[src/rtl/mem_access_unit_if.sv]
// mem_access_unit_if
// Bundles the request side and the data-memory side of the memory access unit.
//   Request side : start, is_store, ls_size, load_signed, addr_in, wdata_in (to unit)
//                  busy, done, align_exc, load_data (from unit)
//   Memory side  : mem_addr, mem_wr, mem_wdata (from unit), mem_rdata (to unit)
// Modports: slave = the memory access unit, master = the requester / memory model.
interface mem_access_unit_if;
    logic        start;
    logic        is_store;
    logic [1:0]  ls_size;
    logic        load_signed;
    logic [31:0] addr_in;
    logic [31:0] wdata_in;
    logic        busy;
    logic        done;
    logic        align_exc;
    logic [31:0] load_data;
    logic [31:0] mem_addr;
    logic        mem_wr;
    logic [31:0] mem_wdata;
    logic [31:0] mem_rdata;

    modport slave (
        input  start, is_store, ls_size, load_signed, addr_in, wdata_in, mem_rdata,
        output busy, done, align_exc, load_data, mem_addr, mem_wr, mem_wdata
    );

    modport master (
        output start, is_store, ls_size, load_signed, addr_in, wdata_in, mem_rdata,
        input  busy, done, align_exc, load_data, mem_addr, mem_wr, mem_wdata
    );
endinterface

[src/rtl/mem_access_unit.sv]
// mem_access_unit
// Multicycle load/store sequencer for a single-port data memory. Performs
// word/half/byte loads with sign or zero extension, word stores directly and
// half/byte stores as read-modify-write. Misaligned requests raise align_exc
// and never touch memory.
// Ports:
//   clk      : rising-edge clock
//   reset_n  : asynchronous active-low reset
//   bus      : mem_access_unit_if.slave (request strobe/attributes, status
//              pulses, load result, memory address/write/data bus)
// Parameter MEM_LATENCY : cycles from mem_addr stable to mem_rdata valid (>=1).
module mem_access_unit #(
    parameter int MEM_LATENCY = 1
) (
    input logic               clk,
    input logic               reset_n,
    mem_access_unit_if.slave  bus
);

    localparam int CW = (MEM_LATENCY < 1) ? 1 : $clog2(MEM_LATENCY + 1);

    typedef enum logic [2:0] {IDLE, RWAIT, WRITE, DONE, EXC} state_t;

    state_t        state_q, state_d;
    logic [CW-1:0] cnt_q;
    logic [1:0]    addr_low_q;
    logic [1:0]    size_q;
    logic          signed_q;
    logic          store_q;
    logic [31:0]   wdata_q;
    logic [31:0]   mem_addr_q;
    logic [31:0]   mem_wdata_q;
    logic [31:0]   load_data_q;
    logic          aligned;
    logic          word_req;

    // Reserved size 11 behaves as a word access.
    function automatic logic is_word(input logic [1:0] size);
        return (size == 2'b00) || (size == 2'b11);
    endfunction

    // Pick the addressed lane out of the read word and extend it to 32 bits.
    function automatic logic [31:0] extract(input logic [31:0] rdata, input logic [1:0] size,
                                            input logic [1:0] off, input logic sgn);
        logic [7:0]  b;
        logic [15:0] h;
        logic [31:0] r;
        b = rdata[8*off +: 8];
        h = off[1] ? rdata[31:16] : rdata[15:0];
        case (size)
            2'b01:   r = {{16{sgn & h[15]}}, h};
            2'b10:   r = {{24{sgn & b[7]}}, b};
            default: r = rdata;
        endcase
        return r;
    endfunction

    // Replace only the addressed lane of the read word with the new store data.
    function automatic logic [31:0] merge(input logic [31:0] rdata, input logic [31:0] wdata,
                                          input logic [1:0] size, input logic [1:0] off);
        logic [31:0] r;
        r = rdata;
        case (size)
            2'b01: begin
                if (off[1]) r[31:16] = wdata[15:0];
                else        r[15:0]  = wdata[15:0];
            end
            2'b10:   r[8*off +: 8] = wdata[7:0];
            default: r = wdata;
        endcase
        return r;
    endfunction

    always_comb begin
        aligned  = 1'b1;
        word_req = is_word(bus.ls_size);
        if (word_req)
            aligned = (bus.addr_in[1:0] == 2'b00);
        else if (bus.ls_size == 2'b01)
            aligned = ~bus.addr_in[0];
    end

    always_ff @(posedge clk or negedge reset_n) begin
        if (!reset_n) state_q <= IDLE;
        else          state_q <= state_d;
    end

    // Next-state logic; status outputs are decoded straight from the state so
    // that an asynchronous reset removes mem_wr/done/align_exc immediately.
    always_comb begin
        state_d       = state_q;
        bus.busy      = (state_q != IDLE);
        bus.done      = (state_q == DONE);
        bus.align_exc = (state_q == EXC);
        bus.mem_wr    = (state_q == WRITE);
        case (state_q)
            IDLE: begin
                if (bus.start) begin
                    if (!aligned)                    state_d = EXC;
                    else if (bus.is_store && word_req) state_d = WRITE;
                    else                             state_d = RWAIT;
                end
            end
            RWAIT: begin
                if (cnt_q == '0) state_d = store_q ? WRITE : DONE;
            end
            WRITE:   state_d = DONE;
            DONE:    state_d = IDLE;
            EXC:     state_d = IDLE;
            default: state_d = IDLE;
        endcase
    end

    // Request latch, read-wait counter, read capture and write-data preparation.
    always_ff @(posedge clk or negedge reset_n) begin
        if (!reset_n) begin
            cnt_q       <= '0;
            addr_low_q  <= 2'b00;
            size_q      <= 2'b00;
            signed_q    <= 1'b0;
            store_q     <= 1'b0;
            wdata_q     <= '0;
            mem_addr_q  <= '0;
            mem_wdata_q <= '0;
            load_data_q <= '0;
        end else begin
            if (state_q == IDLE && bus.start && aligned) begin
                addr_low_q <= bus.addr_in[1:0];
                size_q     <= bus.ls_size;
                signed_q   <= bus.load_signed;
                store_q    <= bus.is_store;
                wdata_q    <= bus.wdata_in;
                mem_addr_q <= {bus.addr_in[31:2], 2'b00};
                cnt_q      <= CW'(MEM_LATENCY);
                if (bus.is_store && word_req)
                    mem_wdata_q <= bus.wdata_in;
            end
            if (state_q == RWAIT) begin
                if (cnt_q != '0)
                    cnt_q <= cnt_q - CW'(1);
                else if (store_q)
                    mem_wdata_q <= merge(bus.mem_rdata, wdata_q, size_q, addr_low_q);
                else
                    load_data_q <= extract(bus.mem_rdata, size_q, addr_low_q, signed_q);
            end
        end
    end

    assign bus.mem_addr  = mem_addr_q;
    assign bus.mem_wdata = mem_wdata_q;
    assign bus.load_data = load_data_q;

endmodule

[src/flat_wrapper.sv]
// flat-port wrapper written by rule: the top's interface ports become plain ports
module mem_access_unit_flat 
#(
    parameter int MEM_LATENCY = 1
)
  (clk, reset_n, bus_start, bus_is_store, bus_ls_size, bus_load_signed, bus_addr_in, bus_wdata_in, bus_mem_rdata, bus_busy, bus_done, bus_align_exc, bus_load_data, bus_mem_addr, bus_mem_wr, bus_mem_wdata);
  mem_access_unit_if bus_i ();
  input logic clk;
  input logic reset_n;
  input wire logic [$bits(bus_i.start)-1:0] bus_start;
  input wire logic [$bits(bus_i.is_store)-1:0] bus_is_store;
  input wire logic [$bits(bus_i.ls_size)-1:0] bus_ls_size;
  input wire logic [$bits(bus_i.load_signed)-1:0] bus_load_signed;
  input wire logic [$bits(bus_i.addr_in)-1:0] bus_addr_in;
  input wire logic [$bits(bus_i.wdata_in)-1:0] bus_wdata_in;
  input wire logic [$bits(bus_i.mem_rdata)-1:0] bus_mem_rdata;
  output wire logic [$bits(bus_i.busy)-1:0] bus_busy;
  output wire logic [$bits(bus_i.done)-1:0] bus_done;
  output wire logic [$bits(bus_i.align_exc)-1:0] bus_align_exc;
  output wire logic [$bits(bus_i.load_data)-1:0] bus_load_data;
  output wire logic [$bits(bus_i.mem_addr)-1:0] bus_mem_addr;
  output wire logic [$bits(bus_i.mem_wr)-1:0] bus_mem_wr;
  output wire logic [$bits(bus_i.mem_wdata)-1:0] bus_mem_wdata;
  assign bus_i.start = bus_start;
  assign bus_i.is_store = bus_is_store;
  assign bus_i.ls_size = bus_ls_size;
  assign bus_i.load_signed = bus_load_signed;
  assign bus_i.addr_in = bus_addr_in;
  assign bus_i.wdata_in = bus_wdata_in;
  assign bus_i.mem_rdata = bus_mem_rdata;
  assign bus_busy = bus_i.busy;
  assign bus_done = bus_i.done;
  assign bus_align_exc = bus_i.align_exc;
  assign bus_load_data = bus_i.load_data;
  assign bus_mem_addr = bus_i.mem_addr;
  assign bus_mem_wr = bus_i.mem_wr;
  assign bus_mem_wdata = bus_i.mem_wdata;
  mem_access_unit #(.MEM_LATENCY(MEM_LATENCY)) u_core (.clk(clk), .reset_n(reset_n), .bus(bus_i));
endmodule
[config.mk]
export PLATFORM = sky130hd
export DESIGN_NAME = mem_access_unit_flat
export DESIGN_NICKNAME = d
export VERILOG_FILES = /design/src/rtl/mem_access_unit_if.sv /design/src/rtl/mem_access_unit.sv /design/src/flat_wrapper.sv
export SDC_FILE = /design/constraint.sdc
export NUM_CORES = 1
export LEC_CHECK = 0
export ABC_AREA = 1
export CAP_MARGIN = 0
export CORE_UTILIZATION = 49
export DETAILED_ROUTE_END_ITERATION = 7
export GPL_ROUTABILITY_DRIVEN = 1
export HOLD_SLACK_MARGIN = 0.1
export PLACE_DENSITY = 0.85
export SLEW_MARGIN = 20
export SYNTH_ARGS = -nofsm -noshare
export SYNTH_HDL_FRONTEND = slang
export SYNTH_SLANG_ARGS = --single-unit
[constraint.sdc]
create_clock -name clk -period 2.4 [get_ports clk]
set_input_delay 0.48 -clock clk [delete_from_list [all_inputs] [get_ports clk]]
set_output_delay 0.48 -clock clk [all_outputs]
set_load 0.03 [all_outputs]
==> run metrics <==
synth unique cells 32; Sink Count 136; status finished, final reports clean; maximum net fanout on the critical path 4; htree depth 4; GR Util All Layers 32.3%; Non-Filler Instances 1397; Post-Synthesis Cell Area 7270 um^2; Largest delay share family, worst path buffers and inverters; Die Span X 124 um; dominant synthesized flop cell dfrtp_1; slowest stage cell, crit path clkdlybuf4s50_1; Post-Syn Instances 993; relative slew slack 34.7%; total congestion overflow 0; diode count 0; number of CTS-inserted buffers 17; Detailed Route WL 23.4 mm; initial antenna violation count 0; Clock Latency Late Sink 0.43 ns; RSZ-0062 raised after global routing no; Final HPWL DP 17.0 mm; io pins 203; Hold/Removal Path Class flop to flop; Post-synth EDFFs 0; worst path required time 1.92 ns; Setup WS post-layout 0.0679 ns; Tmin final 2.33 ns; maximum number of pins on one net before global-route repair 67; clk slew on worst S/H paths 0.06 ns; max cap viols 0; Root Driver clkbuf_16; Final Cycle Share 97.2%; leading area contributor after synthesis dfrtp_1; Final nets 1311; pre-CTS setup slack 0.0139 ns; vias in the first global route 7273; FP Rows 44; Avg Inst Size Synth 7.32 um^2; layout cell share with drive strength beyond 1 7.75%; GP Congestion 0.923; dpl cells 1364; top cells by area, synth dfrtp_1 47%, nand2_1 21%, a21oi_1 7.3%; IO buf count 200; wire per inst 16.8 um; peak supply drop 0.891 mV; Die Height 124 um; Final Cell Area 10200 um^2; worst slew pin tran 0.978 ns; crit path buf inv count 2; Hold Vio Cnt, Final 0; Synth top area share 46.8%; P_leak 4.96 nW; CP Data Arrival Time 1.85 ns; DRC 0; Yosys warnings 0; Max Slew Vio Count 0; cells along the critical path inv_2 -> nor3_1 -> clkdlybuf4s50_1; Setup Skew 0.00911 ns; Post-Route Setup TNS 0 ns; startpoint types flop; fmax 429 MHz; post-synthesis register bit count 136; first-pass GRT wire length 37.3 mm; power per cell area 1480 nW/um^2; Placed Area 9590 um^2; critical path type flop to primary output; CP Capture Type primary output; CTS tree done; sequential fraction of the synthesis area 46.8%; Initial Util 50.2%; max incr delay on CP 0.74 ns; Initial DRC Count 770; drt pass-1 iters 6; detail-routed via count per cell 5.46; full die area 15300 um^2; Layout area overhead 40.7%; Hold Slack 0.483 ns; Routed Antenna Nets 0; Setup Viol. Count Final 0; vias after detailed routing 7628; Core Region 14500 um^2; async set-reset flop share out of synthesis 100%; CTS Buffer Depth 2
layout by cell type, fill, tap and decap left out, types with 3 or more instances in the layout:
cell / count
clkdlybuf4s50_1: 198
inv_1: 70
a22oi_1: 9
dfrtp_1: 136
nor2_1: 43
ha_1: 8
inv_6: 3
inv_2: 10
a21oi_1: 106
o211ai_1: 10
clkbuf_16: 17
clkinvlp_4: 3
nand3_1: 58
mux2_2: 5
nor3_1: 7
buf_12: 4
nand2_1: 398
buf_4: 34
o21ai_0: 55
bufinv_16: 4
nand4_1: 10
timing repair:
item,4_1_cts,5_1_grt
endpoints found under the setup margin,1,0
hold buffers,1,0
buffers inserted,0,0
endpoints found under the hold margin,61,0
resized for setup,1,0
final cells by class:
type | instances | area (um^2)
Sequential cell | 136 | 3400
Clock inverter | 14 | 196
Clock buffer | 18 | 429
Inverter | 80 | 300
Timing Repair Buffer | 239 | 2350
Tap cell | 184 | 230
Multi-Input combinational cell | 726 | 3320
Fill cell | 1120 | 4260
state kept, by name, indices dropped and copies added (netlist names):
name	cells
u_core.bus.load_data	32
u_core.cnt_q	1
u_core.state_q	3
u_core.store_q	1
u_core.bus.mem_addr	30
u_core.addr_low_q	2
u_core.bus.mem_wdata	32
u_core.signed_q	1
u_core.wdata_q	32
u_core.size_q	2
synth_stat cells, drive strengths merged (5+ instances only):
cell,count
nand2,399
buf,34
nand4,10
o211ai,10
inv,80
o21ai,58
dfrtp,136
nand3,61
a21oi,106
ha,8
mux2,5
nor3,9
clkbuf,18
a22oi,9
nor2,45
through the flow:
| step | utilization [%] | total power [mW] |
|---|---|---|
| final | 70.6 | 15.2 |
| after global routing | 70.6 | 16.1 |
| after CTS | 70.6 | 15.1 |
| after detailed placement | 66.2 | 12.3 |
| after global placement | 66.2 | 12.1 |
| after floorplan | - | 9.09 |
report_power, final:
part / internal, mW / total (mW) / leakage (nW) / switching [mW]
logic: 3.03 / 8.19 / 3.02 / 5.16
registers: 3.44 / 4.19 / 1.65 / 0.757
clock network: 1.75 / 2.79 / 0.297 / 1.05
total: 8.21 / 15.2 / 4.96 / 6.96
logic make-up after synthesis:
kind of cell	Yosys count	synth area share [%]
other	1	0.0516
adder cells (fa/ha/maj)	8	1.38
buffers and inverters	132	7.65
AND/OR/NAND/NOR	524	29.6
multiplexers	5	0.775
flip-flops	136	46.8
AO/OA/AOI/OAI	187	13.7
worst register-to-register path, stage by stage (launching register included):
cell	delay [ns]
dfrtp_1	0.37
inv_1	0.06
ha_1	0.24
nand2_1	0.21
inv_2	0.18
nor2_2	0.30
inv_1	0.27
a21oi_1	0.20
nand2_1	0.10
nand2_1	0.07
inv_1	0.03
path summary, 6_finish.rpt:
path | from | cells past startpoint | to | slack (ns)
hold reg to reg | u_core.bus.mem_addr[6] | 2 | u_core.bus.mem_addr[6] | 0.48
hold / removal | u_core.bus.mem_addr[6] | 2 | u_core.bus.mem_addr[6] | 0.48
max in group asynchronous | reset_n | 3 | u_core.wdata_q[19] | 1.13
setup reg to reg | u_core.size_q[1] | 10 | u_core.bus.mem_wdata[15] | 0.25
min in group asynchronous | reset_n | 2 | u_core.bus.load_data[19] | 0.60
setup / recovery | u_core.state_q[0] | 3 | bus_done | 0.07
per-layer routing:
| layer | share of wire (%) | track usage (%) | vias to the layer above |
|---|---|---|---|
| met5 | 0 | 0 | - |
| met1 | 40 | 41.3 | 3519 |
| met2 | 48 | 52.3 | 436 |
| met4 | 2.8 | 12.7 | 0 |
| met3 | 9.3 | 8.24 | 66 |
| li1 | - | - | 3607 |
(Power assumes the default switching activity.)
